<file path="src/rtl/lfsr_crypt_engine_pkg.sv">
// Shared types and constants for the LFSR stream-cipher engine.
package lfsr_crypt_pkg;

  typedef enum logic [2:0] {
    ST_IDLE,
    ST_CFG_PRE,
    ST_CFG_TAPS,
    ST_CFG_START,
    ST_LOAD,
    ST_PREAMBLE,
    ST_BODY,
    ST_DONE
  } state_e;

  localparam logic MODE_ENC = 1'b0;
  localparam logic MODE_DEC = 1'b1;

  localparam int OFF_PRE   = 0;
  localparam int OFF_TAPS  = 1;
  localparam int OFF_START = 2;

endpackage

</file>
<file path="src/rtl/lfsr_crypt_engine_if.sv">
// Memory-side bus of the engine: one combinational read port, one clocked write port.
interface lfsr_crypt_engine_if #(
  parameter int DATA_W = 8,
  parameter int ADDR_W = 8
);
  logic [ADDR_W-1:0] raddr;
  logic [ADDR_W-1:0] waddr;
  logic              wr_en;
  logic [DATA_W-1:0] wr_data;
  logic [DATA_W-1:0] rd_data;

  modport master (output raddr, output waddr, output wr_en, output wr_data, input rd_data);
  modport slave  (input raddr, input waddr, input wr_en, input wr_data, output rd_data);
endinterface

</file>
<file path="src/rtl/lfsr_crypt_engine_lfsr.sv">
// Fibonacci LFSR with synchronous seed load and per-cycle advance enable.
module lfsr_n #(
  parameter int W = 6
) (
  input  logic         clk,
  input  logic         rst_n,
  input  logic         load_i,
  input  logic         en_i,
  input  logic [W-1:0] taps_i,
  input  logic [W-1:0] seed_i,
  output logic [W-1:0] state_o
);

  logic [W-1:0] state_q;

  always_ff @(posedge clk or negedge rst_n) begin
    if (!rst_n) begin
      state_q <= '0;
    end else if (load_i) begin
      state_q <= seed_i;
    end else if (en_i) begin
      state_q <= {state_q[W-2:0], ^(state_q & taps_i)};
    end
  end

  assign state_o = state_q;

endmodule

</file>
<file path="src/rtl/lfsr_crypt_engine.sv">
// LFSR stream-cipher engine: reads its config block, then encrypts (with preamble) or decrypts.
module lfsr_crypt_engine
  import lfsr_crypt_pkg::*;
#(
  parameter int              LFSR_W   = 6,
  parameter int              DATA_W   = 8,
  parameter int              ADDR_W   = 8,
  parameter int              MSG_LEN  = 64,
  parameter int              CFG_BASE = 61,
  parameter int              SRC_BASE = 0,
  parameter int              DST_BASE = 64,
  parameter logic [DATA_W-1:0] PAD    = DATA_W'('h5F)
) (
  input  logic              clk,
  input  logic              rst_n,
  input  logic              start_i,
  input  logic              mode_i,
  output logic              busy_o,
  output logic              done_o,
  output logic [ADDR_W-1:0] pre_err_cnt_o,
  output logic              cfg_err_o,
  lfsr_crypt_engine_if.master mem
);

  localparam int IDX_W = $clog2(MSG_LEN + 1);
  localparam logic [ADDR_W-1:0] A_PRE   = ADDR_W'(CFG_BASE + OFF_PRE);
  localparam logic [ADDR_W-1:0] A_TAPS  = ADDR_W'(CFG_BASE + OFF_TAPS);
  localparam logic [ADDR_W-1:0] A_START = ADDR_W'(CFG_BASE + OFF_START);

  state_e              state_q, state_d;
  logic                mode_q, mode_d;
  logic [IDX_W-1:0]    idx_q, idx_d;
  logic [IDX_W-1:0]    plen_q, plen_d;
  logic [LFSR_W-1:0]   taps_q, taps_d;
  logic [LFSR_W-1:0]   seed_q, seed_d;
  logic                cfg_err_q, cfg_err_d;
  logic [ADDR_W-1:0]   pre_err_q, pre_err_d;

  logic                lfsr_load, lfsr_en;
  logic [LFSR_W-1:0]   lfsr_seed, lfsr_state;
  logic [DATA_W-1:0]   ks;
  logic [ADDR_W-1:0]   idx_a, plen_a;
  logic [ADDR_W-1:0]   src_i, src_rel, dst_i, dst_rel;
  logic                last_pre, last_msg, full_pre;

  lfsr_n #(.W(LFSR_W)) u_lfsr (
    .clk     (clk),
    .rst_n   (rst_n),
    .load_i  (lfsr_load),
    .en_i    (lfsr_en),
    .taps_i  (taps_q),
    .seed_i  (lfsr_seed),
    .state_o (lfsr_state)
  );

  assign ks       = DATA_W'(lfsr_state);
  assign idx_a    = ADDR_W'(idx_q);
  assign plen_a   = ADDR_W'(plen_q);
  // The "rel" addresses index the body relative to the end of the preamble.
  assign src_i    = ADDR_W'(SRC_BASE) + idx_a;
  assign src_rel  = ADDR_W'(SRC_BASE) + idx_a - plen_a;
  assign dst_i    = ADDR_W'(DST_BASE) + idx_a;
  assign dst_rel  = ADDR_W'(DST_BASE) + idx_a - plen_a;
  assign last_pre = (idx_q == plen_q - IDX_W'(1));
  assign last_msg = (idx_q == IDX_W'(MSG_LEN - 1));
  assign full_pre = (plen_q == IDX_W'(MSG_LEN));

  always_ff @(posedge clk or negedge rst_n) begin
    if (!rst_n) begin
      state_q   <= ST_IDLE;
      mode_q    <= MODE_ENC;
      idx_q     <= '0;
      plen_q    <= '0;
      taps_q    <= '0;
      seed_q    <= '0;
      cfg_err_q <= 1'b0;
      pre_err_q <= '0;
    end else begin
      state_q   <= state_d;
      mode_q    <= mode_d;
      idx_q     <= idx_d;
      plen_q    <= plen_d;
      taps_q    <= taps_d;
      seed_q    <= seed_d;
      cfg_err_q <= cfg_err_d;
      pre_err_q <= pre_err_d;
    end
  end

  always_comb begin
    state_d     = state_q;
    mode_d      = mode_q;
    idx_d       = idx_q;
    plen_d      = plen_q;
    taps_d      = taps_q;
    seed_d      = seed_q;
    cfg_err_d   = cfg_err_q;
    pre_err_d   = pre_err_q;
    lfsr_load   = 1'b0;
    lfsr_en     = 1'b0;
    lfsr_seed   = seed_q;
    mem.raddr   = '0;
    mem.waddr   = '0;
    mem.wr_en   = 1'b0;
    mem.wr_data = '0;

    case (state_q)
      ST_IDLE: begin
        if (start_i) begin
          state_d   = ST_CFG_PRE;
          mode_d    = mode_i;
          cfg_err_d = 1'b0;
          pre_err_d = '0;
        end
      end
      ST_CFG_PRE: begin
        mem.raddr = A_PRE;
        if (32'(mem.rd_data) > 32'(MSG_LEN)) begin
          plen_d    = IDX_W'(MSG_LEN);
          cfg_err_d = 1'b1;
        end else begin
          plen_d = IDX_W'(mem.rd_data);
        end
        state_d = ST_CFG_TAPS;
      end
      ST_CFG_TAPS: begin
        mem.raddr = A_TAPS;
        taps_d    = mem.rd_data[LFSR_W-1:0];
        state_d   = ST_CFG_START;
      end
      ST_CFG_START: begin
        mem.raddr = A_START;
        seed_d    = mem.rd_data[LFSR_W-1:0];
        state_d   = ST_LOAD;
      end
      ST_LOAD: begin
        lfsr_load = 1'b1;
        idx_d     = '0;
        if (seed_q == '0) begin
          lfsr_seed = LFSR_W'(1);
          cfg_err_d = 1'b1;
        end
        state_d = (plen_q == '0) ? ST_BODY : ST_PREAMBLE;
      end
      ST_PREAMBLE: begin
        lfsr_en = 1'b1;
        idx_d   = idx_q + IDX_W'(1);
        if (mode_q == MODE_ENC) begin
          mem.wr_en   = 1'b1;
          mem.waddr   = dst_i;
          mem.wr_data = PAD ^ ks;
        end else begin
          mem.raddr = src_i;
          if (((mem.rd_data ^ ks) != PAD) && (pre_err_q != '1))
            pre_err_d = pre_err_q + ADDR_W'(1);
        end
        if (last_pre) state_d = full_pre ? ST_DONE : ST_BODY;
      end
      ST_BODY: begin
        lfsr_en     = 1'b1;
        idx_d       = idx_q + IDX_W'(1);
        mem.wr_en   = 1'b1;
        mem.wr_data = mem.rd_data ^ ks;
        if (mode_q == MODE_ENC) begin
          mem.raddr = src_rel;
          mem.waddr = dst_i;
        end else begin
          mem.raddr = src_i;
          mem.waddr = dst_rel;
        end
        if (last_msg) state_d = ST_DONE;
      end
      ST_DONE: state_d = ST_IDLE;
      default: state_d = ST_IDLE;
    endcase
  end

  assign busy_o        = (state_q != ST_IDLE);
  assign done_o        = (state_q == ST_DONE);
  assign cfg_err_o     = cfg_err_q;
  assign pre_err_cnt_o = pre_err_q;

endmodule

</file>
<file path="src/flat_wrapper.sv">
// flat-port wrapper written by rule: the top's interface ports become plain ports
module lfsr_crypt_engine_flat import lfsr_crypt_pkg::*;
#(
  parameter int              LFSR_W   = 6,
  parameter int              DATA_W   = 8,
  parameter int              ADDR_W   = 8,
  parameter int              MSG_LEN  = 64,
  parameter int              CFG_BASE = 61,
  parameter int              SRC_BASE = 0,
  parameter int              DST_BASE = 64,
  parameter logic [DATA_W-1:0] PAD    = DATA_W'('h5F)
)
  (clk, rst_n, start_i, mode_i, busy_o, done_o, pre_err_cnt_o, cfg_err_o, mem_raddr, mem_waddr, mem_wr_en, mem_wr_data, mem_rd_data);
  lfsr_crypt_engine_if #(.DATA_W(DATA_W), .ADDR_W(ADDR_W)) mem_i ();
  input  logic clk;
  input  logic rst_n;
  input  logic start_i;
  input  logic mode_i;
  output logic busy_o;
  output logic done_o;
  output logic [ADDR_W-1:0] pre_err_cnt_o;
  output logic cfg_err_o;
  output wire logic [$bits(mem_i.raddr)-1:0] mem_raddr;
  output wire logic [$bits(mem_i.waddr)-1:0] mem_waddr;
  output wire logic [$bits(mem_i.wr_en)-1:0] mem_wr_en;
  output wire logic [$bits(mem_i.wr_data)-1:0] mem_wr_data;
  input wire logic [$bits(mem_i.rd_data)-1:0] mem_rd_data;
  assign mem_raddr = mem_i.raddr;
  assign mem_waddr = mem_i.waddr;
  assign mem_wr_en = mem_i.wr_en;
  assign mem_wr_data = mem_i.wr_data;
  assign mem_i.rd_data = mem_rd_data;
  lfsr_crypt_engine #(.LFSR_W(LFSR_W), .DATA_W(DATA_W), .ADDR_W(ADDR_W), .MSG_LEN(MSG_LEN), .CFG_BASE(CFG_BASE), .SRC_BASE(SRC_BASE), .DST_BASE(DST_BASE), .PAD(PAD)) u_core (.clk(clk), .rst_n(rst_n), .start_i(start_i), .mode_i(mode_i), .busy_o(busy_o), .done_o(done_o), .pre_err_cnt_o(pre_err_cnt_o), .cfg_err_o(cfg_err_o), .mem(mem_i));
endmodule
</file>
<file path="config.mk">
export PLATFORM = sky130hd
export DESIGN_NAME = lfsr_crypt_engine_flat
export DESIGN_NICKNAME = d
export VERILOG_FILES = /design/src/rtl/lfsr_crypt_engine_pkg.sv /design/src/rtl/lfsr_crypt_engine_if.sv /design/src/rtl/lfsr_crypt_engine_lfsr.sv /design/src/rtl/lfsr_crypt_engine.sv /design/src/flat_wrapper.sv
export SDC_FILE = /design/constraint.sdc
export NUM_CORES = 1
export LEC_CHECK = 0
export BUFFER_PORTS_ARGS = -buffer_cell sky130_fd_sc_hd__buf_2
export CAP_MARGIN = 20
export CORE_ASPECT_RATIO = 1.75
export CORE_UTILIZATION = 50
export DETAILED_ROUTE_END_ITERATION = 10
export HOLD_SLACK_MARGIN = 0.02
export PLACE_DENSITY = 0.74
export SYNTH_ARGS = -nofsm -noshare
export SYNTH_HDL_FRONTEND = slang
export SYNTH_SLANG_ARGS = --single-unit
</file>
<file path="constraint.sdc">
create_clock -name clk -period 3.9 [get_ports clk]
set_clock_uncertainty 0.2 [all_clocks]
set_input_delay 0.78 -clock clk [delete_from_list [all_inputs] [get_ports clk]]
set_output_delay 0.78 -clock clk [all_outputs]
set_load 0.05 [all_outputs]
</file>
==> summary.md, run 1 <==
| Metric | Value |
|---|---|
| Post-synthesis sequential area ratio | between 30% and 40% |
| Placement Cell Area | ~0.0035 mm² |
| Iter 0 DRT Violations | ~180 |
| Warning count from the yosys run | 0 |
| FMAX | between 200 and 300 MHz |
| Final period util | a little over nine tenths |
| Yosys cell types | slightly above 50 |
| Fill cell count | approximately 580 |
| Number of global-route vias before repair | 2887 |
| Hold Crit Class | in2async |
| Sum of negative setup slack | 0 ns |
| Most common cell in the netlist | dfrtp_1 |
| Top post-synthesis cells by area | dfrtp_1, a21oi_1, mux2_2, nor2_1, nand2_1 |
| Worst setup path endpoint | mem_raddr[6] |
| Max-slew violations | 0 |
| Worst-Skew Late Latency | roughly 0.31 ns |
| Startpoint types | flop |
| Mean post-synth cell area | around 8.4 µm² |
| Req. time, crit path | 2.92 ns |
| CTS max path bufs | 2 |
| H-tree Lvls | 2 |
| Synthesis-stage register bit count | between 40 and 50 |
| Net Count, Synth | roughly 400 |
| Finished Layout Cells | a little over 500 |
| # DRC | 0 |
| Asr flop ratio synth | 100% |
| Mux share of post-synthesis cell area | 6.53% |
| Crit path max fanout | 6 |
| Register Area | between 0.001 and 0.0015 mm² |
| Crit end category | output pin |
| Adder-Cell Fraction of Synth Area | around 5.6% |
| Number of synthesized flops with an enable pin | 0 |
| Worst hold margin | approximately 0.09 ns |
| Clock root buffer | clkbuf_8 |
| Util after Layout | 59.3% |
| Gate Count Post-Synth | between 300 and 400 |
| CP Launch Point | u_core.idx_q[0] |
| Die Span X | 62.3 µm |
| Status | complete, no violations |
| Dominant synthesized flop cell | dfrtp_1 |
| Drt wl/cell | between 15 and 20 µm |
| Lkg Pwr | approximately 1.6 nW |
| Inst Count DP | 496 |
| Initial antenna violation count | 0 |
| Post-Synth Simple-Gate Area | around a fifth |
| Max_slew headroom | between 50% and 60% |
| Max-cap violations | 0 |
| Setup slack, reg-to-reg | roughly 1.2 ns |
| Setup ws final | 0.167 ns |
| Die area | between 0.006 and 0.007 mm² |
| Diodes inserted | 0 |
| Setup WS pre-CTS | between 0.4 and 0.5 ns |
| Placer Congestion | about 0.94 |
| Synth Area in Compound Gates | around a fifth |
| Initial cell density of the core | 51.4% |
| Post-CTS setup buffers | 0 |
| Launch point of the worst reg-to-reg path | u_core.state_q[2] |
| CP arrival | around 2.8 ns |
| Final Power | between 3 and 4 mW |
| Total congestion overflow | 0 |
| Crit path kind | reg2out |
| Largest net degree at the start of global routing | between 40 and 50 |
| Rows | 38 |
| Fin crit period | 3.73 ns |
| # IOs | 48 |
| RSZ-0062 raised after global routing | false |
| Clock slew at reported path FFs | around 0.07 ns |
| Post-route cell area | 0.00366 mm² |
| Final setup viols | 0 |
| First-pass GRT wire length | ~15000 µm |
| Final ANT Viol Nets | 0 |
| Final HPWL DP | 6810 µm |
| Core area | a little over 0.006 mm² |
| Wire length after detailed routing | between 8000 and 9000 µm |
| All-Layer GR Usage | around 29% |
| Layout cells sized above 1 | 20.9% |
| Nets | approximately 450 |
| Area occupied by multi-input gates | roughly 0.0019 mm² |
| Largest family of logic cells by synthesized area | compound AO/OA/AOI/OAI gates |
| Area delta synth->final | 15.2% |
| TritonRoute pass-1 iters | 4 |
| Max IR drop VDD | 0.000443 V |
| Clk sinks | 45 |
| PwrDens | ~950 mW/mm² |
| Chip height | between 100 and 150 µm |
| Vias/cell | 6.03 |
| Post-synth top area cell | dfrtp_1 |
| Final Hold Viols | 0 |
| Num CTS Buffers | 5 |
| Commonest cells in the netlist | dfrtp_1, nor2_1, nand2_1, a21oi_1, o21ai_0 |
| Synthesized cell area | between 0.003 and 0.004 mm² |
| Xor/xnor share of the synthesized area | 7.16% |
| Worst slew pin tran | around 0.66 ns |
| IO buf count | between 40 and 50 |
| Routed via count | 3043 |
| CTS tree | yes |
| FF-to-FF path depth | 6 |
| Yosys top cell area share | between 30 and 40% |
| Reg-to-Reg End | u_core.pre_err_cnt_o[0] |
-- where the power goes --
group	switching [mW]	total, mW	leakage (nW)	internal (mW)
Clock	0.155	0.364	0.0585	0.209
Combinational	1.41	2.21	1.03	0.793
Sequential	0.269	0.911	0.560	0.642
-- registers in the layout, summed over array words and instances (netlist names) --
| register | count |
|---|---|
| u_core.cfg_err_o | 1 |
| u_core.idx_q | 7 |
| u_core.mode_q | 1 |
| u_core.plen_q | 7 |
| u_core.pre_err_cnt_o | 8 |
| u_core.seed_q | 6 |
| u_core.state_q | 3 |
| u_core.taps_q | 6 |
| u_core.u_lfsr.state_o | 6 |
-- per-layer routing --
metal | vias to the layer above | wire, µm | track usage (%)
met3 | 36 | 355 | 3.81
met1 | 1449 | 3320 | 30.4
li1 | 1448 | - | -
met4 | 0 | 502 | 19.6
met5 | - | 0 | 0
met2 | 110 | 4720 | 51.8
-- cell type report --
cell class	count	share of cell area [%]
sequential	45	30.7
multi-input combinational	295	52.2
timing repair buffer	59	9.29
inverter	18	1.84
clock inverter	1	0.820
tap	80	2.73
clock buffer	7	2.36
-- placed cells by master (no fill, tap or decap), types with 3 or more instances in the layout --
cell / instances
ha_1: 11
xor2_1: 12
and3_1: 6
o22ai_1: 7
buf_2: 46
inv_1: 17
o21ai_0: 21
nor2_1: 41
o31a_1: 4
nor4_1: 3
mux2i_1: 5
o211ai_1: 7
nand2b_1: 6
xnor2_1: 14
nor2b_1: 4
nand3_1: 11
a22o_1: 6
nand2_1: 38
a21oi_1: 33
nand4_1: 6
a22oi_1: 5
nor3_1: 5
a31oi_1: 4
buf_4: 11
mux2_2: 14
dfrtp_1: 45
clkbuf_8: 6
-- kinds of logic after synthesis --
| kind of cell | after synthesis |
|---|---|
| AND/OR/NAND/NOR | 133 |
| AO/OA/AOI/OAI | 103 |
| flip-flops | 45 |
| buffers and inverters | 37 |
| XOR/XNOR | 26 |
| multiplexers | 19 |
| adder cells (fa/ha/maj) | 14 |
-- worst max-delay path, stage by stage, from the launching register on --
cell and delay [ns]:
dfrtp_1 0.45, inv_1 0.13, ha_1 0.18, inv_1 0.06, fa_1 0.40, a21oi_1 0.20
o211ai_1 0.12, a21oi_1 0.20, xor2_1 0.23, nand2_1 0.08, a21oi_1 0.15, clkbuf_4 0.25
-- repair_timing --
item                                    4_1_cts  5_1_grt
resized for setup                             0        1
endpoints found under the setup margin        0        1
hold endpoints to repair                      0        0
hold buffers                                  0        0
-- worst min path at each step --
stage / from / to / slack, ns / cells past startpoint
floorplan: rst_n / u_core.cfg_err_o / 0.28 / 0
global placement: u_core.cfg_err_o / u_core.cfg_err_o / 0.28 / 2
detailed placement: u_core.cfg_err_o / u_core.cfg_err_o / 0.30 / 2
CTS: u_core.cfg_err_o / u_core.cfg_err_o / 0.31 / 2
global route: rst_n / u_core.plen_q[5] / 0.09 / 1
finish: rst_n / u_core.plen_q[5] / 0.09 / 1
(Power assumes the default switching activity.)
==> inputs of run 2 (changes only) <==
ABC_AREA = 1   (was not set)
PLACE_DENSITY = 0.75   (was 0.74)
==> run 2 against run 1 <==
Routed wire length up 0.75%. Sequential share of layout area up 0.78 points. Sequential power down 29%. Worst setup slack better by 0.38 ns. Flip-flop and latch count unchanged. Synthesized area down 1.6%.
==> summary.md, run 2 <==
| Metric | Value |
|---|---|
| Critical path's top delay family | adder cells |
| Clock root buffer | clkbuf_8 |
| Initial cell density of the core | 52.4% |
| Lkg Pwr | around 1.8 nW |
| PwrDens | 466 mW/mm² |
| Grt met2 use | 51.0% |
| Placer Congestion | 0.957 |
| Clock slew at reported path FFs | 0.09 ns |
| Final Power | around 1.7 mW |
| FF-to-FF path depth | 12 |
| Fin crit period | 3.36 ns |
| Rows | 37 |
| Final Hold Viols | 0 |
| Gate Count Post-Synth | 433 |
| Reg-to-Reg End | u_core.state_q[1] |
| First-pass GRT wire length | 14600 µm |
| Yosys top cell area share | between 30% and 40% |
| CP max-delay cell | fa_1 |
| CP Launch Point | u_core.idx_q[0] |
| CP arrival | approximately 2.4 ns |
| CTS max path bufs | 2 |
| Startpoint types | flop |
| All-Layer GR Usage | between 30 and 40% |
| Power share of the clock group | 25.3% |
| Global route hottest layer | met2 |
| Net Sw Power | roughly 650 µW |
| Max stage delay on crit path | around 0.42 ns |
| Crit path kind | reg2out |
| Asr flop ratio synth | between 90% and 100% |
| Drt wl/cell | ~16 µm |
| Finished Layout Cells | approximately 560 |
| Dominant synthesized flop cell | dfrtp_1 |
| Final setup viols | 0 |
| Die area | between 0.006 and 0.007 mm² |
| Area delta synth->final | 14.2% |
| Clk sinks | 45 |
| Post-CTS sizing | 0 |
| Setup WS pre-CTS | around 0.91 ns |
| Setup ws final | 0.543 ns |
| H-tree Lvls | 2 |
| Status | complete, no violations |
| Setup slack, reg-to-reg | between 1.5 and 2 ns |
| Hold Crit Class | in2async |
| Worst slew pin tran | 0.492 ns |
| Max_slew headroom | approximately two thirds |
| Launch point of the worst reg-to-reg path | u_core.plen_q[1] |
| Crit path max fanout | 5 |
| Combinational Power Share | approximately 36% |
| FMAX | 298 MHz |
| Sw Ratio | around two fifths |
| Largest net degree at the start of global routing | between 40 and 50 |
| Net Count, Synth | about 460 |
| Critical path, cell by cell | inv_1 > ha_1 > inv_1 > fa_1 > nand4_1 > nand3_1 > xor2_1 > nand2_1 > o21ai_0 > buf_2 |
| Largest register FFs | 8 |
| # DRC | 0 |
| Worst hold margin | around 0.067 ns |
| Routed via count | roughly 3200 |
| Die Span X | about 62 µm |
| TritonRoute pass-1 iters | 4 |
| Number of hold buffers added after CTS | 0 |
| Sum of negative setup slack | 0 ns |
| Most common cell in the netlist | nand2_1 |
| Req. time, crit path | between 2 and 3 ns |
| Vias/cell | roughly 5.7 |
| Stages on worst setup path | 10 |
| Yosys cell types | 39 |
| Max-cap violations | 0 |
| Max IR drop VDD | roughly 0.00041 V |
| Total congestion overflow | 0 |
| Synthesis-stage register bit count | 45 |
| Final ANT Viol Nets | 0 |
| Post-synth top area cell | dfrtp_1 |
| Area occupied by multi-input gates | around 0.0017 mm² |
| Layout cells sized above 1 | between 10% and 20% |
| Most common cell after layout, fill and taps aside | nand2_1 |
| IO buf count | 47 |
| CTS tree | yes |
| Worst setup path endpoint | mem_raddr[6] |
| Worst-Skew Late Latency | approximately 0.32 ns |
| Wire length after detailed routing | around 9000 µm |
| RSZ-0062 raised after global routing | false |
| Fill cell count | 589 |
| Core area | 0.00597 mm² |
| Initial antenna violation count | 0 |
| Number of synthesized flops with an enable pin | 0 |
| Commonest cells in the netlist | nand2_1, inv_1, dfrtp_1, nor2_1, o21ai_0 |
| Crit-path most repeated cell | inv_1 |
| Num CTS Buffers | 5 |
| Inst Count DP | approximately 550 |
| Number of global-route vias before repair | approximately 3100 |
| Chip height | approximately 110 µm |
| M1 GR Usage | between 30% and 40% |
| Final HPWL DP | roughly 7000 µm |
| Nets | 503 |
| Register Area | roughly 0.0011 mm² |
| Max-slew violations | 0 |
| CP Buf/Inv Count | 3 |
| Top post-synthesis cells by area | dfrtp_1, nand2_1, inv_1, o21ai_0, nand3_1 |
| Sequential share of power | 38.6% |
| Iter 0 DRT Violations | 171 |
| # IOs | 48 |
| Synthesized cell area | ~0.0031 mm² |
| Mean post-synth cell area | about 7.2 µm² |
| Cell-internal power | 1.01 mW |
| Warning count from the yosys run | 0 |
| Post-CTS setup buffers | 0 |
| Post-synthesis sequential area ratio | 36.0% |
| Global-route met3 utilization | slightly above 5% |
| Crit end category | output pin |
| Diodes inserted | 0 |
| Commonest non-fill, non-tap cells in the layout | nand2_1, inv_1, buf_2 |
| Final period util | 86.1% |
## run 2: cell count changes after synthesis, moves of 7 or more
cell	delta
o22ai_1	+10
nand2_1	+61
nand3_1	+24
o21ai_0	+16
mux2_2	-14
clkbuf_1	-7
inv_1	+37
a21oi_1	-19
## run 2: power groups by stage
stage	Clock (mW)	Combinational [mW]	Sequential [mW]
after global placement	0	0.585	0.646
after CTS	0.427	0.599	0.641
after global routing	0.446	0.668	0.655
after detailed placement	0	0.595	0.650
final	0.421	0.599	0.643
after floorplan	0	0.339	0.768
## run 2: cell type report
class / instances / share of cell area [%]
multi-input cells: 320 / 48.7
flip-flops and latches: 45 / 31.5
repair buffers: 48 / 7.15
inverters: 59 / 6.20
well taps: 78 / 2.73
clock buffers: 5 / 1.93
clock inverters: 3 / 1.82
## run 2: cells by family (layout without fill, tap and decap cells)
kind of cell,after synthesis,after routing,share of synthesized area [%]
xor gates and xnor gates,20,20,5.60
adders and majority gates,12,12,5.04
buffers and inverters,68,115,8.44
DFF,45,45,36.0
and+or+nand+nor,204,204,29.3
AOI/OAI and AO/OA,84,84,15.6
## run 2: metrics by stage
step	utilization (%)	instance area [µm²]
after floorplan	-	3130
after global placement	57.2	3420
after detailed placement	57.2	3420
after CTS	59.5	3550
after global routing	59.8	3570
final	59.8	3570
## run 2: worst min-delay path by stage
stage / start / end / slack [ns] / depth (start not counted)
global placement: u_core.taps_q[3] / u_core.taps_q[3] / 0.27 / 2
detailed placement: u_core.taps_q[3] / u_core.taps_q[3] / 0.27 / 2
global route: rst_n / u_core.taps_q[1] / 0.07 / 1
CTS: u_core.taps_q[3] / u_core.taps_q[3] / 0.29 / 2
finish: rst_n / u_core.seed_q[1] / 0.07 / 1
floorplan: u_core.taps_q[5] / u_core.taps_q[5] / 0.25 / 2
## run 2: layer usage
metal	vias up	share of wire, %
met1	1499	37
met3	43	3.7
met4	0	6.5
met5	-	0
met2	104	53
li1	1539	-
